==> config.mk <==
export PLATFORM = sky130hd
export DESIGN_NAME = if_fetch_unit
export DESIGN_NICKNAME = d
export VERILOG_FILES = /design/src/rtl/if_fetch_unit.sv
export SDC_FILE = /design/constraint.sdc
export NUM_CORES = 1
export LEC_CHECK = 0
export CORE_ASPECT_RATIO = 0.5
export CORE_MARGIN = 2
export CORE_UTILIZATION = 40
export CTS_BUF_LIST = sky130_fd_sc_hd__clkbuf_8 sky130_fd_sc_hd__clkbuf_16
export CTS_CLUSTER_DIAMETER = 150
export DETAILED_ROUTE_END_ITERATION = 7
export PLACE_DENSITY = 0.72
export SLEW_MARGIN = 20
export SYNTH_ARGS = -nofsm -noshare
export SYNTH_HDL_FRONTEND = slang
export SYNTH_SLANG_ARGS = --single-unit
==> constraint.sdc <==
create_clock -name clk -period 4.5 [get_ports clk]
set_input_delay 0.9 -clock clk [delete_from_list [all_inputs] [get_ports clk]]
set_output_delay 0.9 -clock clk [all_outputs]
set_load 0.01 [all_outputs]
==> src/rtl/if_fetch_unit.sv <==
// Instruction-fetch stage: owns the PC, drives the instruction memory, fills the IF/ID register.
// One instruction per un-stalled RUN cycle, visible on ifid_* one cycle later; stall holds PC and IF/ID.
module if_fetch_unit #(
   parameter int unsigned IM_ADDR_W = 10,
   parameter int unsigned IM_DEPTH  = 1024,
   parameter logic [31:0] RESET_PC  = 32'h0000_0000
) (
   input  logic                 clk,
   input  logic                 rst,
   input  logic                 stall_i,
   input  logic                 redirect_i,
   input  logic [31:0]          redirect_pc_i,
   output logic                 IM_read,
   output logic [IM_ADDR_W-1:0] IM_addr,
   input  logic [31:0]          IM_out,
   output logic [31:0]          ifid_pc,
   output logic [31:0]          ifid_inst,
   output logic                 ifid_valid,
   output logic                 if_fault
);

   localparam logic [31:0] LP_DEPTH = 32'(IM_DEPTH);

   typedef enum logic [1:0] {
      ST_BOOT  = 2'd0,
      ST_RUN   = 2'd1,
      ST_FAULT = 2'd2
   } state_t;

   state_t      r_state;
   state_t      w_state_nxt;
   logic [31:0] r_pc;
   logic [31:0] w_pc_nxt;
   logic [31:0] r_ifid_pc;
   logic [31:0] w_ifid_pc_nxt;
   logic [31:0] r_ifid_inst;
   logic [31:0] w_ifid_inst_nxt;
   logic        r_ifid_valid;
   logic        w_ifid_valid_nxt;
   logic        r_fault;
   logic        w_fault_nxt;
   logic        w_bad;
   logic        w_read;

   // Misaligned or beyond the populated part of the memory.
   assign w_bad = (r_pc[1:0] != 2'b00) || ({2'b00, r_pc[31:2]} >= LP_DEPTH);

   always_comb begin
      w_state_nxt      = r_state;
      w_pc_nxt         = r_pc;
      w_ifid_pc_nxt    = r_ifid_pc;
      w_ifid_inst_nxt  = r_ifid_inst;
      w_ifid_valid_nxt = r_ifid_valid;
      w_fault_nxt      = r_fault;
      w_read           = 1'b0;
      case (r_state)
         ST_BOOT: begin
            w_state_nxt = ST_RUN;
         end
         ST_RUN: begin
            if (redirect_i) begin
               w_pc_nxt         = redirect_pc_i;
               w_ifid_valid_nxt = 1'b0;
            end else if (w_bad) begin
               w_state_nxt      = ST_FAULT;
               w_fault_nxt      = 1'b1;
               w_ifid_valid_nxt = 1'b0;
            end else if (!stall_i) begin
               w_read           = 1'b1;
               w_ifid_inst_nxt  = IM_out;
               w_ifid_pc_nxt    = r_pc;
               w_ifid_valid_nxt = 1'b1;
               w_pc_nxt         = r_pc + 32'd4;
            end
         end
         ST_FAULT: begin
            // Stall is deliberately ignored here; only a redirect restarts fetching.
            if (redirect_i) begin
               w_pc_nxt    = redirect_pc_i;
               w_fault_nxt = 1'b0;
               w_state_nxt = ST_RUN;
            end
         end
         default: begin
            w_state_nxt = ST_BOOT;
         end
      endcase
   end

   always_ff @(posedge clk) begin
      if (rst) begin
         r_state      <= ST_BOOT;
         r_pc         <= RESET_PC;
         r_ifid_pc    <= 32'd0;
         r_ifid_inst  <= 32'd0;
         r_ifid_valid <= 1'b0;
         r_fault      <= 1'b0;
      end else begin
         r_state      <= w_state_nxt;
         r_pc         <= w_pc_nxt;
         r_ifid_pc    <= w_ifid_pc_nxt;
         r_ifid_inst  <= w_ifid_inst_nxt;
         r_ifid_valid <= w_ifid_valid_nxt;
         r_fault      <= w_fault_nxt;
      end
   end

   assign IM_read    = w_read & ~rst;
   assign IM_addr    = r_pc[IM_ADDR_W+1:2];
   assign ifid_pc    = r_ifid_pc;
   assign ifid_inst  = r_ifid_inst;
   assign ifid_valid = r_ifid_valid;
   assign if_fault   = r_fault;

endmodule

==> metrics.md <==
| Metric | Value |
|---|---|
| Outcome | completed |
| Final hold vios | 0 |
| Core area | 10250 µm² |
| IR drop worst, VDD | 0.0002378 V |
| Largest net degree at the start of global routing | 80 |
| Clk slew on worst S/H paths | 0.07 ns |
| F_max | 0.2575 GHz |
| Drc violations | 0 |
| Final core utilization | 58.27% |
| CTS Buffer Depth | 2 |
| TritonRoute pass-1 iters | 4 |
| Std cell rows | 26 |
| Final WS setup | 0.6161 ns |
| Hold Path Depth | 2 |
| Leak Pwr | 2.045 nW |
| Yosys cell types | 52 |
| Hold path start | ifid_pc[7] |
| Slew HR | 35.09% |
| Clk root buf | clkbuf_16 |
| CP required | 3.60 ns |
| Avg Cell Area, Syn | 8.425 µm² |
| Clock Latency Late Sink | 0.35 ns |
| DRT antenna net count | 0 |
| Overall routing resource usage | 20.12% |
| Fin Clk Skew | 0.007482 ns |
| Share of layout cells above drive strength 1 | 6.369% |
| Nets | 697 |
| Worst r2r path cells | 7 |
| Power density over the cells | 424.6 nW/µm² |
| Sequential element share of the synthesized area | 47.24% |
| Initial core utilization | 41.36% |
| PostCTS Resize Cnt | 0 |
| Die ar. | 11480 µm² |
| Post-DR wirelength/cell | 14.63 µm |
| Placed insts | 752 |
| Worst-margin pin slew | 0.9703 ns |
| Arr. time, crit path | 2.98 ns |
| Routed WL | 11240 µm |
| Number of diodes | 0 |
| Kind of critical path | primary input to primary output |
| RePlAce Congestion | 0.8538 |
| Crit path max fanout | 5 |
| Setup TNS | 0 ns |
| Smallest hold slack | 0.4533 ns |
| Height of the die | 76.78 µm |
| Die W | 149.6 µm |
| Global-route wire length before repair | 18500 µm |
| Synthesized net count | 577 |
| Num CTS Buffers | 9 |
| Hold-fix buffers at CTS | 0 |
| Hold EP | ifid_pc[7] |
| Crit end category | primary output |
| Mapped cell area | 4238 µm² |
| Reg2Reg Capture Point | r_pc[3] |
| Final Cycle Share | 86.31% |
| GR Overflow Total | 0 |
| CP startpoint kind | primary input |
| FF+latch count, synth | 100 |
| Endpoints failing setup | 0 |
| I/O Buffers | 144 |
| Final Non-Filler Cells | 768 |
| H-tree depth | 3 |
| Worst R2R Setup Slack | 1.91 ns |
| RSZ-0062 raised after global routing | false |
| Vias | 3897 |
| Worst slack, placed | 0.5962 ns |
| Postcts setup bufs | 0 |
| R2R Path Start | r_state[1] |
| Hold WC Path Type | flop to flop |
| Ys Warns | 0 |
| Slew Viols, Final | 0 |
| Detailed Route Iter0 Violations | 319 |
| DP HPWL | 7495 µm |
| Synthesized instance count | 503 |
| Synthesis-to-layout area growth | 40.89% |
| Max Cap Violations | 0 |
| I/O pins | 145 |
| Minimum clock period | 3.884 ns |
| Avg Vias per Cell | 5.074 |
| Vias in the first global route | 3717 |
| Initial antenna violation count | 0 |
| TritonCTS clock tree | built |
| Worst Setup SP | stall_i |
| Sinks on Clock Net | 100 |
-- cell usage after synthesis, drive strengths merged --
| master | number | area, µm² |
|---|---|---|
| and3 | 1 | 6.260 |
| nand2b | 4 | 25.02 |
| a2111o | 1 | 11.26 |
| o41ai | 2 | 36.29 |
| nor4 | 8 | 113.9 |
| buf | 24 | 173.9 |
| a21oi | 70 | 350.3 |
| nand2 | 132 | 498.0 |
| inv | 5 | 18.77 |
| clkbuf | 18 | 87.59 |
| a21o | 1 | 7.510 |
| dfxtp | 100 | 2002 |
| a22o | 6 | 52.55 |
| and3b | 1 | 8.760 |
| nand4 | 6 | 52.55 |
| nand3 | 15 | 75.07 |
| or4 | 2 | 15.01 |
| a31oi | 2 | 12.51 |
| o31ai | 4 | 30.03 |
| o21ai | 15 | 78.82 |
| o41a | 1 | 11.26 |
| a311oi | 2 | 23.77 |
| o21a | 3 | 22.52 |
| or3 | 5 | 32.53 |
| a221oi | 1 | 8.760 |
| o22ai | 3 | 18.77 |
| nor2 | 21 | 83.83 |
| a32o | 1 | 10.01 |
| or4b | 1 | 10.01 |
| or2 | 2 | 12.51 |
| nor3 | 5 | 25.02 |
| and4 | 3 | 26.28 |
| o32ai | 1 | 16.27 |
| ha | 6 | 75.07 |
| o32a | 1 | 10.01 |
| and2 | 23 | 143.9 |
| a211oi | 6 | 45.04 |
| nor2b | 1 | 6.260 |
-- area by class of cell --
cell class | count | area [µm²]
clock buffers | 10 | 239.0
fillers | 929 | 4277
multi-input cells | 356 | 1958
inverters | 5 | 18.77
well taps | 140 | 175.2
flip-flops and latches | 100 | 2002
repair buffers | 151 | 1489
clock inverters | 6 | 88.84
-- registers in the layout, indices dropped and copies added, names as in the netlist --
register and count:
ifid_valid 1, r_state 2, r_pc 32, if_fault 1
ifid_pc 32, ifid_inst 32
-- worst max-delay path: stages --
cell and delay (ns):
clkdlybuf4s50_1 0.39, nand2b_1 0.27, or4_1 0.61, nor2_1 0.23, clkdlybuf4s50_1 0.59
-- cell families after synthesis --
family,share of synthesized area [%]
flops,47.24
buf+inv,6.614
fa+ha+maj,1.771
compound gates,17.60
simple gates,26.78
-- metrics by stage --
step,instance area [µm²],total power [mW]
3_5_place_dp,5640,1.705
2_1_floorplan,4238,1.508
6_report,5971,2.535
5_1_grt,5971,2.669
3_3_place_gp,5640,1.692
4_1_cts,5968,2.555
-- how the worst max path moves through the flow --
stage / end / cells past startpoint
floorplan: IM_read / 5
global placement: IM_read / 5
detailed placement: IM_read / 5
CTS: IM_read / 5
global route: IM_read / 5
finish: IM_read / 5
-- routing by layer --
metal	vias up	routed length, µm	GRT usage [%]
li1	1948	-	-
met1	1820	5233	26.21
met2	119	5147	32.39
met3	10	719	6.131
met4	0	136	5.524
met5	-	0	0
-- placed cells by master (no fill, tap or decap), types with 4 or more instances in the layout --
cell type / count
clkdlybuf4s50_1: 143
nand2_1: 131
dfxtp_1: 100
a21oi_1: 70
and2_1: 23
nor2_1: 18
nand3_1: 15
o21ai_0: 11
clkbuf_16: 9
buf_4: 7
inv_1: 6
a22o_1: 6
a211oi_1: 6
ha_1: 6
nor3_1: 5
nand4_1: 5
nand2b_1: 4
o31ai_1: 4
or3_1: 4
-- power by group --
part / total (mW) / leakage (nW) / internal, mW / switching [mW]
sequential: 1.05 / 0.809 / 0.963 / 0.0875
combinational: 0.639 / 1.08 / 0.284 / 0.355
clock: 0.846 / 0.160 / 0.503 / 0.343
total: 2.54 / 2.05 / 1.75 / 0.786
Power figures use the tool's default switching activity.
